$ cat src/rtl/mem_stage_if.sv
// MEM stage bus bundle: EX-side handshake, data memory port and WB-side results.
// master = the MEM stage itself, slave = its environment (EX, memory, WB).
interface mem_stage_if;
  logic        valid_ex;
  logic        ready_ex;
  logic [31:0] IR_ex;
  logic [31:0] NPC_ex;
  logic [31:0] ALU_res;
  logic [31:0] B_ex;
  logic        cond;

  logic        dmem_req;
  logic        dmem_we;
  logic [31:0] dmem_addr;
  logic [31:0] dmem_wdata;
  logic        dmem_ack;
  logic [31:0] dmem_rdata;

  logic        valid_mem;
  logic [31:0] IR_mem;
  logic [31:0] NPC_mem;
  logic [31:0] ALU_mem;
  logic [31:0] LMD;
  logic        branch_taken;
  logic [31:0] branch_pc;
  logic        halted;
  logic        err;

  modport master (
    input  valid_ex, IR_ex, NPC_ex, ALU_res, B_ex, cond, dmem_ack, dmem_rdata,
    output ready_ex, dmem_req, dmem_we, dmem_addr, dmem_wdata,
           valid_mem, IR_mem, NPC_mem, ALU_mem, LMD, branch_taken, branch_pc,
           halted, err
  );

  modport slave (
    output valid_ex, IR_ex, NPC_ex, ALU_res, B_ex, cond, dmem_ack, dmem_rdata,
    input  ready_ex, dmem_req, dmem_we, dmem_addr, dmem_wdata,
           valid_mem, IR_mem, NPC_mem, ALU_mem, LMD, branch_taken, branch_pc,
           halted, err
  );
endinterface

$ cat src/rtl/mem_stage.sv
// MIPS32 MEM stage: word load/store over a req/ack data memory port,
// branch resolution, and registered results toward WB.
//
// state  | meaning
// IDLE   | ready for the next EX instruction
// WAIT   | memory access outstanding, waiting for dmem_ack or timeout
// HALTED | HLT retired; frozen until reset
module mem_stage #(
  parameter int TIMEOUT = 15,
  parameter int TW      = 4
) (
  input logic         clk,
  input logic         rst_n,
  mem_stage_if.master bus
);

  localparam logic [1:0] S_IDLE   = 2'd0;
  localparam logic [1:0] S_WAIT   = 2'd1;
  localparam logic [1:0] S_HALTED = 2'd2;

  localparam logic [5:0] OP_LW    = 6'b110000;
  localparam logic [5:0] OP_SW    = 6'b110001;
  localparam logic [5:0] OP_BNEQZ = 6'b110100;
  localparam logic [5:0] OP_BEQZ  = 6'b110101;
  localparam logic [5:0] OP_HLT   = 6'b111111;

  // Abort fires on the edge where the count of ack-less WAIT cycles hits TIMEOUT.
  localparam logic [TW-1:0] CNT_LAST = TW'(TIMEOUT - 1);

  logic [1:0]    state;
  logic [TW-1:0] cnt;
  logic          dmem_req, dmem_we;
  logic [31:0]   dmem_addr, dmem_wdata;
  logic          valid_mem, branch_taken, halted, err;
  logic [31:0]   ir_mem, npc_mem, alu_mem, lmd;

  logic [5:0] op;
  logic       is_mem, is_sw, is_hlt, misaligned, take_branch, pending_lw;

  // Decode of the instruction offered by EX and of the one held for the access.
  always_comb begin
    op          = bus.IR_ex[31:26];
    is_sw       = (op == OP_SW);
    is_mem      = (op == OP_LW) || is_sw;
    is_hlt      = (op == OP_HLT);
    misaligned  = (bus.ALU_res[1:0] != 2'b00);
    take_branch = ((op == OP_BNEQZ) && !bus.cond) || ((op == OP_BEQZ) && bus.cond);
    pending_lw  = (ir_mem[31:26] == OP_LW);
  end

  // Pipeline register, memory port and sequencing FSM.
  always_ff @(posedge clk or negedge rst_n) begin
    if (!rst_n) begin
      state        <= S_IDLE;
      cnt          <= '0;
      dmem_req     <= 1'b0;
      dmem_we      <= 1'b0;
      dmem_addr    <= '0;
      dmem_wdata   <= '0;
      valid_mem    <= 1'b0;
      branch_taken <= 1'b0;
      halted       <= 1'b0;
      err          <= 1'b0;
      ir_mem       <= '0;
      npc_mem      <= '0;
      alu_mem      <= '0;
      lmd          <= '0;
    end else begin
      valid_mem    <= 1'b0;
      branch_taken <= 1'b0;
      case (state)
        S_IDLE: begin
          if (bus.valid_ex) begin
            ir_mem  <= bus.IR_ex;
            npc_mem <= bus.NPC_ex;
            alu_mem <= bus.ALU_res;
            if (is_mem && misaligned) begin
              err       <= 1'b1;
              lmd       <= '0;
              valid_mem <= 1'b1;
            end else if (is_mem) begin
              dmem_req   <= 1'b1;
              dmem_we    <= is_sw;
              dmem_addr  <= bus.ALU_res;
              dmem_wdata <= bus.B_ex;
              cnt        <= '0;
              state      <= S_WAIT;
            end else if (is_hlt) begin
              halted    <= 1'b1;
              valid_mem <= 1'b1;
              state     <= S_HALTED;
            end else begin
              valid_mem    <= 1'b1;
              branch_taken <= take_branch;
            end
          end
        end
        S_WAIT: begin
          // Ack wins over a timeout landing on the same edge.
          if (bus.dmem_ack) begin
            dmem_req  <= 1'b0;
            valid_mem <= 1'b1;
            if (pending_lw) lmd <= bus.dmem_rdata;
            state <= S_IDLE;
          end else if (cnt == CNT_LAST) begin
            dmem_req  <= 1'b0;
            err       <= 1'b1;
            valid_mem <= 1'b1;
            if (pending_lw) lmd <= '0;
            state <= S_IDLE;
          end else begin
            cnt <= cnt + 1'b1;
          end
        end
        S_HALTED: ;
        default: state <= S_IDLE;
      endcase
    end
  end

  // Outputs toward EX, memory and WB.
  always_comb begin
    bus.ready_ex     = (state == S_IDLE);
    bus.dmem_req     = dmem_req;
    bus.dmem_we      = dmem_we;
    bus.dmem_addr    = dmem_addr;
    bus.dmem_wdata   = dmem_wdata;
    bus.valid_mem    = valid_mem;
    bus.IR_mem       = ir_mem;
    bus.NPC_mem      = npc_mem;
    bus.ALU_mem      = alu_mem;
    bus.LMD          = lmd;
    bus.branch_taken = branch_taken;
    bus.branch_pc    = alu_mem;
    bus.halted       = halted;
    bus.err          = err;
  end

endmodule
$ cat src/flat_wrapper.sv
// flat-port wrapper written by rule: the top's interface ports become plain ports
module mem_stage_flat 
#(
  parameter int TIMEOUT = 15,
  parameter int TW      = 4
)
  (clk, rst_n, bus_valid_ex, bus_IR_ex, bus_NPC_ex, bus_ALU_res, bus_B_ex, bus_cond, bus_dmem_ack, bus_dmem_rdata, bus_ready_ex, bus_dmem_req, bus_dmem_we, bus_dmem_addr, bus_dmem_wdata, bus_valid_mem, bus_IR_mem, bus_NPC_mem, bus_ALU_mem, bus_LMD, bus_branch_taken, bus_branch_pc, bus_halted, bus_err);
  mem_stage_if bus_i ();
  input logic clk;
  input logic rst_n;
  input wire logic [$bits(bus_i.valid_ex)-1:0] bus_valid_ex;
  input wire logic [$bits(bus_i.IR_ex)-1:0] bus_IR_ex;
  input wire logic [$bits(bus_i.NPC_ex)-1:0] bus_NPC_ex;
  input wire logic [$bits(bus_i.ALU_res)-1:0] bus_ALU_res;
  input wire logic [$bits(bus_i.B_ex)-1:0] bus_B_ex;
  input wire logic [$bits(bus_i.cond)-1:0] bus_cond;
  input wire logic [$bits(bus_i.dmem_ack)-1:0] bus_dmem_ack;
  input wire logic [$bits(bus_i.dmem_rdata)-1:0] bus_dmem_rdata;
  output wire logic [$bits(bus_i.ready_ex)-1:0] bus_ready_ex;
  output wire logic [$bits(bus_i.dmem_req)-1:0] bus_dmem_req;
  output wire logic [$bits(bus_i.dmem_we)-1:0] bus_dmem_we;
  output wire logic [$bits(bus_i.dmem_addr)-1:0] bus_dmem_addr;
  output wire logic [$bits(bus_i.dmem_wdata)-1:0] bus_dmem_wdata;
  output wire logic [$bits(bus_i.valid_mem)-1:0] bus_valid_mem;
  output wire logic [$bits(bus_i.IR_mem)-1:0] bus_IR_mem;
  output wire logic [$bits(bus_i.NPC_mem)-1:0] bus_NPC_mem;
  output wire logic [$bits(bus_i.ALU_mem)-1:0] bus_ALU_mem;
  output wire logic [$bits(bus_i.LMD)-1:0] bus_LMD;
  output wire logic [$bits(bus_i.branch_taken)-1:0] bus_branch_taken;
  output wire logic [$bits(bus_i.branch_pc)-1:0] bus_branch_pc;
  output wire logic [$bits(bus_i.halted)-1:0] bus_halted;
  output wire logic [$bits(bus_i.err)-1:0] bus_err;
  assign bus_i.valid_ex = bus_valid_ex;
  assign bus_i.IR_ex = bus_IR_ex;
  assign bus_i.NPC_ex = bus_NPC_ex;
  assign bus_i.ALU_res = bus_ALU_res;
  assign bus_i.B_ex = bus_B_ex;
  assign bus_i.cond = bus_cond;
  assign bus_i.dmem_ack = bus_dmem_ack;
  assign bus_i.dmem_rdata = bus_dmem_rdata;
  assign bus_ready_ex = bus_i.ready_ex;
  assign bus_dmem_req = bus_i.dmem_req;
  assign bus_dmem_we = bus_i.dmem_we;
  assign bus_dmem_addr = bus_i.dmem_addr;
  assign bus_dmem_wdata = bus_i.dmem_wdata;
  assign bus_valid_mem = bus_i.valid_mem;
  assign bus_IR_mem = bus_i.IR_mem;
  assign bus_NPC_mem = bus_i.NPC_mem;
  assign bus_ALU_mem = bus_i.ALU_mem;
  assign bus_LMD = bus_i.LMD;
  assign bus_branch_taken = bus_i.branch_taken;
  assign bus_branch_pc = bus_i.branch_pc;
  assign bus_halted = bus_i.halted;
  assign bus_err = bus_i.err;
  mem_stage #(.TIMEOUT(TIMEOUT), .TW(TW)) u_core (.clk(clk), .rst_n(rst_n), .bus(bus_i));
endmodule
$ cat config.mk
export PLATFORM = sky130hd
export DESIGN_NAME = mem_stage_flat
export DESIGN_NICKNAME = d
export VERILOG_FILES = /design/src/rtl/mem_stage_if.sv /design/src/rtl/mem_stage.sv /design/src/flat_wrapper.sv
export SDC_FILE = /design/constraint.sdc
export NUM_CORES = 1
export LEC_CHECK = 0
export ABC_AREA = 0
export BUFFER_PORTS_ARGS = -buffer_cell sky130_fd_sc_hd__buf_2
export CAP_MARGIN = 10
export CORE_AREA = 2 2 155 157
export DETAILED_ROUTE_END_ITERATION = 10
export DIE_AREA = 0 0 157 159
export GPL_TIMING_DRIVEN = 0
export PLACE_DENSITY = 0.69
export RECOVER_POWER = 25
export REMOVE_ABC_BUFFERS = 1
export SYNTH_ARGS = -nofsm -noshare
export SYNTH_HDL_FRONTEND = slang
export SYNTH_SLANG_ARGS = --single-unit
export TNS_END_PERCENT = 5
$ cat constraint.sdc
create_clock -name clk -period 1.6 [get_ports clk]
set_input_delay 0.16 -clock clk [delete_from_list [all_inputs] [get_ports clk]]
set_output_delay 0.16 -clock clk [all_outputs]
set_load 0.01 [all_outputs]
==> reports/qor.csv, run 1 <==
metric,value,unit
synth.distinct_cells,34,
avgSynthCellArea,11.38,sq um
grt_pass1_vias,7720,
synthAdderAreaFrac,0.003109,
first_pass_iters,5,
final_common_cell,buf_2,
grt_max_degree,112,
wl_per_cell,18.40,um
post-route-util,0.5667,
post-route-period-util,1.104,
p_leak,7.245,nW
critPathArrivalTime,2.15,ns
dieWidth,157,um
htreeDepth,1,
syn2layout_area_growth,63.31,%
synthSimpleGateAreaFrac,0.1544,
skew,0.008290,ns
path_clk_slew,0.06,ns
violations,setup timing,
synthMuxAreaShare,0.1012,
cts_tree,done,
worstPathCellList,"nor3b_4, buf_6, nand4_4, buf_12, clkbuf_16, mux2_4",
crit_path_max_fanout,10,
cts_buffers,23,
placementRows,56,
synth-seq-cells,204,
power_density,1110,mW/mm^2
numPortBuffers,395,
ant_nets,0,
place_ws,-1.186,ns
n_fill_cell,1870,
slowest_delay,0.46,ns
clkLatencyLatePin,0.50,ns
yosys_most_used_dff,dfrtp_1,
diodes,0,
yosysSeqAreaShare,0.6343,
track_usage,0.2182,
clock-sinks,204,
reg2reg_from,u_core.state[1],
slew_violations,0,
synth-xor-area-share,0.001088,
finalSetupViolCount,105,
hold_path.class,primary input to flip-flop,
syn_area,0.008048,sq mm
cap_viol_max_count,0,
synth_warnings,0,
wl,29420,um
rsz0062_at_grt,yes,
synth_compound_area_frac,0.04882,
slew_headroom,0.3047,
crit_slowest_cell,dfrtp_2,
status,"complete, but fails checks",
die-area,0.02496,sq mm
route.vias.total,7541,
placed_cell_area,0.01020,sq mm
setup_slack,-0.1669,ns
final_cell_area,0.01314,sq mm
final_cell_mix,"buf_2, nand2_1, dfrtp_1",
path_class,flip-flop to flip-flop,
antenna_found_initial,0,
crit_start,u_core.state[1],
clockBufferDepth,3,
overflow,0,
fp.dieH,159,um
min_period,1.767,ns
grt_first_pass_wirelength,42840,um
vdd_drop_max,0.0007928,V
drcViolationCount,0,
clockRootBuffer,clkbuf_16,
viasPerCell,4.716,
drt-initial-drc-count,473,
worstMarginPinSlew,1.043,ns
start_kind,flip-flop,
finalNetCount,1431,
synth_edf_count,0,
io_pins,396,
core,0.02319,sq mm
synthCells,707,
initial_utilization,0.3470,
drive_above_1_share,0.4141,
hp-start,bus_dmem_ack,
hold_viol,0,
cp.required,1.98,ns
synth_top_family_by_area,simple AND/OR/NAND/NOR gates,
synthArstFlopShare,1.000,
worstSetupEndpointType,flip-flop,
max_freq,566.0,MHz
dp_hpwl,15640,um
gp_congestion,0.7908,
## cell families after synthesis
kind of cell | after synthesis
AOI/OAI and AO/OA | 49
xor gates and xnor gates | 1
adders and majority gates | 2
buffers and inverters | 71
DFF | 204
muxes | 63
and+or+nand+nor | 317
## power by group
group / internal, mW / switching [mW] / total, mW
clock: 2.95 / 2.13 / 5.08
sequential: 5.80 / 0.459 / 6.26
combinational: 1.54 / 1.71 / 3.25
total: 10.3 / 4.30 / 14.6
## stage by stage
stage	hold WS [ns]	setup TNS, ns	power, mW	instances
6_report	0.07365	-11.74	14.59	1599
3_3_place_gp	0.3495	-2642.52	8.866	1355
2_1_floorplan	-0.1356	-1092.77	7.481	641
5_1_grt	0.07640	-18.76	15.26	1599
3_5_place_dp	0.2815	-116.83	8.917	1367
4_1_cts	0.06208	-7.783	14.58	1589
## worst max-delay path: cells and delay by family (launching register included)
family / cells / cell delay [ns]
mux: 1 / 0.29
simple gates: 2 / 0.33
flops: 1 / 0.46
buf+inv: 3 / 0.55
## cell type report
type,instances,area (sq um),area share
sequential,204,5107,0.3886
tap,319,399.1,0.03037
clock buffer,30,631.9,0.04808
clock inverter,11,95.09,0.007235
inverter,5,18.77,0.001428
timing repair buffer,593,4182,0.3182
multi-input combinational,437,2709,0.2061
## synth_stat cells (all sizes together) (2+ instances only)
cell / instances / share of area
o21ai: 4 / 0.0025
nor2: 5 / 0.0026
mux2: 63 / 0.10
a21o: 2 / 0.0019
nand2: 293 / 0.14
nand3: 5 / 0.0031
and2: 4 / 0.0031
buf: 49 / 0.047
dfrtp: 204 / 0.63
a21oi: 3 / 0.0019
inv: 5 / 0.0023
a22o: 32 / 0.035
o2bb2ai: 3 / 0.0033
nor3: 3 / 0.0019
ha: 2 / 0.0031
clkbuf: 17 / 0.0079
a31oi: 2 / 0.0016
## sequential cells by signal (all words and copies together) (netlist names), 2 cells and up
register               cells
u_core.state               2
u_core.bus.dmem_wdata     32
u_core.bus.IR_mem         32
u_core.bus.LMD            32
u_core.bus.NPC_mem        32
u_core.bus.ALU_mem        32
u_core.bus.dmem_addr      32
u_core.cnt                 4
## what timing repair did
| action | in CTS | in global routing |
|---|---|---|
| cloned | 7 | 7 |
| endpoints found under the setup margin | 165 | 131 |
| hold endpoints to repair | 302 | 0 |
| buffers inserted | 13 | 3 |
| resized for setup | 22 | 17 |
| hold buffers | 162 | 0 |
| pin swaps | 8 | 4 |
## metal layers
metal | track usage | wire length (um)
met5 | 0 | 0
met4 | 0.1022 | 1327
met3 | 0.04409 | 2031
met2 | 0.3772 | 14260
met1 | 0.2591 | 11810
## worst paths after layout
kind	cells after the start	slack, ns	end
min in group asynchronous	2	0.36	u_core.bus.ALU_mem[1]
worst min-delay path	3	0.07	u_core.bus.valid_mem
max in group asynchronous	3	0.17	u_core.bus.dmem_wdata[2]
worst min register to register	1	0.46	u_core.bus.halted
worst max-delay path	6	-0.17	u_core.bus.dmem_addr[17]
worst max register to register	6	-0.17	u_core.bus.dmem_addr[17]
(Power assumes the default switching activity.)
==> run 2, diff against run 1 <==
- MAX_ROUTING_LAYER: not set -> met4
- clock period: 1.6 -> 1.4 ns (I/O delays scaled with it)
==> run 2 against run 1 <==
Compared with the run above:
- the flow still finishes with violations (setup timing)
- die area did not move
- critical path depth did not move
- non-clock buffer count rose by 16
- clock power rose by 15%
- final area rose by 2.2%
- cell count rose by 1.0%
- critical path type unchanged
==> reports/qor.csv, run 2 (synthesized netlist as in run 1, its figures left out) <==
metric,value,unit
status,"complete, but fails checks",
violations,setup timing,
placementRows,56,
drt-initial-drc-count,429,
cp.required,1.78,ns
track_usage,0.2242,
skew,0.005405,ns
first_pass_iters,5,
dp_hpwl,15640,um
route.vias.total,7653,
slew_violations,0,
drcViolationCount,0,
antenna_found_initial,0,
fp.dieH,159,um
critPathArrivalTime,2.14,ns
multiInputGateArea,0.002718,sq mm
clkLatencyLatePin,0.50,ns
total_power,16.86,mW
slew_headroom,0.2964,
diodes,0,
ant_nets,0,
path_clk_slew,0.06,ns
drive_above_1_share,0.4383,
finalNetCount,1447,
hold_path.class,primary input to flip-flop,
clock-sinks,204,
hp-start,bus_dmem_ack,
power_density,1256,mW/mm^2
finalSetupViolCount,159,
gp_congestion,0.8020,
die-area,0.02496,sq mm
core,0.02319,sq mm
initial_utilization,0.3470,
crit_path_max_fanout,10,
r2r_end,u_core.bus.dmem_addr[16],
cpLargestDelayFamily,buffers and inverters,
wl_per_cell,18.46,um
cap_viol_max_count,0,
max_freq,570.2,MHz
numPortBuffers,395,
worst_hold_slack,0.05931,ns
clockRootBuffer,clkbuf_16,
reg2reg_from,u_core.state[1],
htreeDepth,1,
min_period,1.754,ns
rrSetupSlack,-0.35,ns
worstPathCellList,"nor3b_4, buf_6, nand4_4, buf_12, clkbuf_16, mux2_4",
rsz0062_at_grt,yes,
dieWidth,157,um
path_buf_inv,3,
slowest_delay,0.45,ns
worstMarginPinSlew,1.055,ns
final_cell_mix,"buf_2, nand2_1, dfrtp_1",
p_leak,7.431,nW
viasPerCell,4.739,
min_path_cells,4,
cts_tree,done,
grt_pass1_vias,7757,
final_common_cell,buf_2,
vdd_drop_max,0.0009057,V
grt_max_degree,112,
post-route-period-util,1.253,
overflow,0,
n_fill_cell,1819,
wl,29820,um
min_to,u_core.cnt[0],
rr_worst_depth,6,
crit_slowest_cell,dfrtp_2,
start_kind,flip-flop,
fin_tns_setup,-38.70,ns
io_pins,396,
clockBufferDepth,3,
worstSetupEndpointType,flip-flop,
ff_latch_area,0.005107,sq mm
syn2layout_area_growth,66.87,%
setup_slack,-0.3538,ns
path_class,flip-flop to flip-flop,
cts_buffers,23,
grt_first_pass_wirelength,42800,um
hold_viol,0,
## run 2: cell types whose count changed in the layout (fill, tap and decap cells not counted), sizes merged
cell / previous run / this run
buf: 406 / 439
bufbuf: 1 / 0
clkbuf: 54 / 38
## run 2: layer usage
metal	share of wire	up-vias	track usage
met5	0	-	-
met4	0.043	0	0.1047
met3	0.071	99	0.04056
met2	0.49	426	0.3738
met1	0.40	3693	0.2616
li1	-	3435	-
## run 2: area by class of cell
cell class	count	area share
flip-flops and latches	204	0.3803
multi-input cells	437	0.2024
well taps	319	0.02972
clock inverters	11	0.007081
clock buffers	30	0.04705
inverters	5	0.001398
repair buffers	609	0.3321
## run 2: worst max path at each step
stage / startpoint / endpoint / depth (start not counted)
4_1_cts: u_core.state[0] / u_core.bus.dmem_addr[26] / 5
5_1_grt: u_core.state[1] / u_core.bus.dmem_wdata[14] / 6
3_3_place_gp: u_core.state[1] / u_core.bus.dmem_addr[26] / 3
6_report: u_core.state[1] / u_core.bus.dmem_addr[16] / 6
2_1_floorplan: u_core.state[1] / u_core.bus.dmem_addr[12] / 3
3_5_place_dp: u_core.state[1] / u_core.bus.dmem_addr[25] / 5
## run 2: what timing repair did
action                                 4_1_cts  5_1_grt
hold buffers                               162        0
endpoints found under the hold margin      302        0
resized for setup                           28       39
pin swaps                                   24        4
buffers inserted                            13       16
setup endpoints to repair                  199      257
gates cloned                                 7        9
## run 2: stage by stage
stage               setup slack (ns)  utilization  std cells  area (sq um)
finish                       -0.3538       0.5790       1615         13430
global route                 -0.3619       0.5790       1615         13430
CTS                          -0.3071       0.5585       1590         12950
detailed placement            -1.386       0.4398       1367         10200
global placement              -16.02       0.4305       1355          9983
floorplan                     -8.883            -        641          7607
## run 2: power by group
part           total [mW]  switching (mW)  internal, mW
registers            7.15           0.524          6.63
clock network        5.82            2.45          3.37
logic                3.89            2.00          1.89
total                16.9            4.97          11.9
## run 2: worst min-delay path, delay by kind of cell
kind            cells  cell delay (ns)
compound gates      2             0.12
simple gates        1             0.10
buf+inv             1             0.16
==> run 3, diff against run 2 <==
- CTS_BUF_LIST: not set -> sky130_fd_sc_hd__clkbuf_4 sky130_fd_sc_hd__clkbuf_8 sky130_fd_sc_hd__clkbuf_16
- PLACE_DENSITY: 0.69 -> 0.66
==> run 3 against run 2 <==
Compared with the run above:
- the run ends with hold timing, setup timing left
- sequential cell count did not move
- combinational power up 2%
- total power up 0.66%
- largest power group unchanged
- non-clock buffer count up 4
- fmax is 3.3% lower
- setup slack got worse by 0.060 ns
- final area increased by 0.39%
==> reports/qor.csv, run 3 (synthesized netlist as in run 1, its figures left out) <==
metric,value,unit
violations,"hold timing, setup timing",
critPathArrivalTime,2.19,ns
finalSetupViolCount,180,
io_pins,396,
track_usage,0.2295,
route.vias.total,7707,
worst_hold_slack,-0.1333,ns
power_density,1259,mW/mm^2
place_ws,-1.705,ns
path_class,flip-flop to flip-flop,
initial_utilization,0.3470,
clock-sinks,204,
holdBufCountCts,162,
final_common_cell,buf_2,
cp.required,1.78,ns
drcViolationCount,0,
hold_viol,1,
finalNetCount,1451,
viasPerCell,4.763,
worstMarginPinSlew,1.212,ns
slew_violations,0,
placed_cell_area,0.01019,sq mm
grt_pass1_vias,7999,
cts_buffers,23,
slew_headroom,0.1890,
path_clk_slew,0.06,ns
clockRootBuffer,clkbuf_16,
n_fill_cell,1796,
worstSetupEndpointType,flip-flop,
crit_path_max_fanout,7,
dieWidth,157,um
clkLatencyLatePin,0.50,ns
grt_max_degree,107,
max_freq,551.5,MHz
rrSetupSlack,-0.41,ns
wl,29170,um
overflow,0,
grt_first_pass_wirelength,44010,um
die-area,0.02496,sq mm
min_period,1.813,ns
htreeDepth,1,
post-route-period-util,1.295,
rsz0062_at_grt,yes,
start_kind,flip-flop,
gp_congestion,0.8173,
drt-initial-drc-count,504,
first_pass_iters,5,
clockBufferDepth,3,
vdd_drop_max,0.0009394,V
ant_nets,0,
setup_slack,-0.4134,ns
drive_above_1_share,0.4438,
p_leak,7.454,nW
skew,0.007720,ns
numPortBuffers,395,
syn2layout_area_growth,67.52,%
placementRows,56,
dp_hpwl,15200,um
fin_tns_setup,-52.22,ns
final_cell_area,0.01348,sq mm
final_cell_mix,"buf_2, nand2_1, dfrtp_1",
wl_per_cell,18.03,um
fp.dieH,159,um
total_power,16.98,mW
hold_path.class,primary input to flip-flop,
cts_tree,done,
status,"complete, but fails checks",
core,0.02319,sq mm
cap_viol_max_count,0,
antenna_found_initial,1,
## run 3: changes by cell type in the layout (fill, tap and decap cells not counted), sizes merged
cell / change
clkinv: +2
clkinvlp: -4
diode: +1
clkbuf: +5
buf: -1
## run 3: timing repair
action	in CTS	in global routing
setup buffers	22	15
gates cloned	10	4
gates resized for setup	51	26
endpoints found under the hold margin	291	1
pin swaps	10	11
endpoints found under the setup margin	203	265
## run 3: routing by layer
metal,global-route usage,vias to the layer above,part of all wire
li1,-,3443,-
met1,0.2748,3800,0.40
met2,0.3846,368,0.50
met3,0.04219,96,0.066
met4,0.08590,0,0.036
met5,-,-,0
## run 3: power by group
part | switching, mW | leakage (nW) | internal, mW | total [mW]
clock | 2.41 | 0.364 | 3.46 | 5.87
sequential | 0.511 | 2.61 | 6.63 | 7.14
combinational | 2.04 | 4.48 | 1.93 | 3.97
total | 4.96 | 7.45 | 12.0 | 17.0
## run 3: metrics by stage
stage                 util  hold slack, ns  cells
finish              0.5813         -0.1333   1618
global route        0.5813         -0.1297   1618
CTS                 0.5683         -0.1611   1598
detailed placement  0.4395          0.2190   1366
global placement    0.4305          0.3294   1355
floorplan                -         -0.1556    641
## run 3: final timing paths
kind                            startpoint                  endpoint  cells after the start
setup / recovery           u_core.state[0]  u_core.bus.dmem_addr[12]                      7
hold / removal              bus_ALU_res[0]     u_core.bus.ALU_mem[0]                      3
setup reg to reg           u_core.state[0]  u_core.bus.dmem_addr[12]                      7
hold reg to reg             u_core.bus.err            u_core.bus.err                      1
max in group asynchronous            rst_n   u_core.bus.dmem_addr[5]                      3
min in group asynchronous            rst_n         u_core.bus.LMD[4]                      2
## run 3: final cells by class
type	count	area, sq um	area share
diodes	1	2.502	0.0001856
clock buffers	30	653.1	0.04845
clock inverters	9	78.83	0.005847
inverters	5	18.77	0.001392
multi-input cells	437	2795	0.2073
flip-flops and latches	204	5107	0.3788
well taps	319	399.1	0.02961
repair buffers	613	4427	0.3284
## run 3: critical path, cell delays in order, from the launching register on
cell and delay [ns]:
dfrtp_2 0.42, nor3b_4 0.24, buf_8 0.13, buf_6 0.10, nand4_4 0.09, buf_12 0.23, buf_12 0.15, mux2_4 0.31
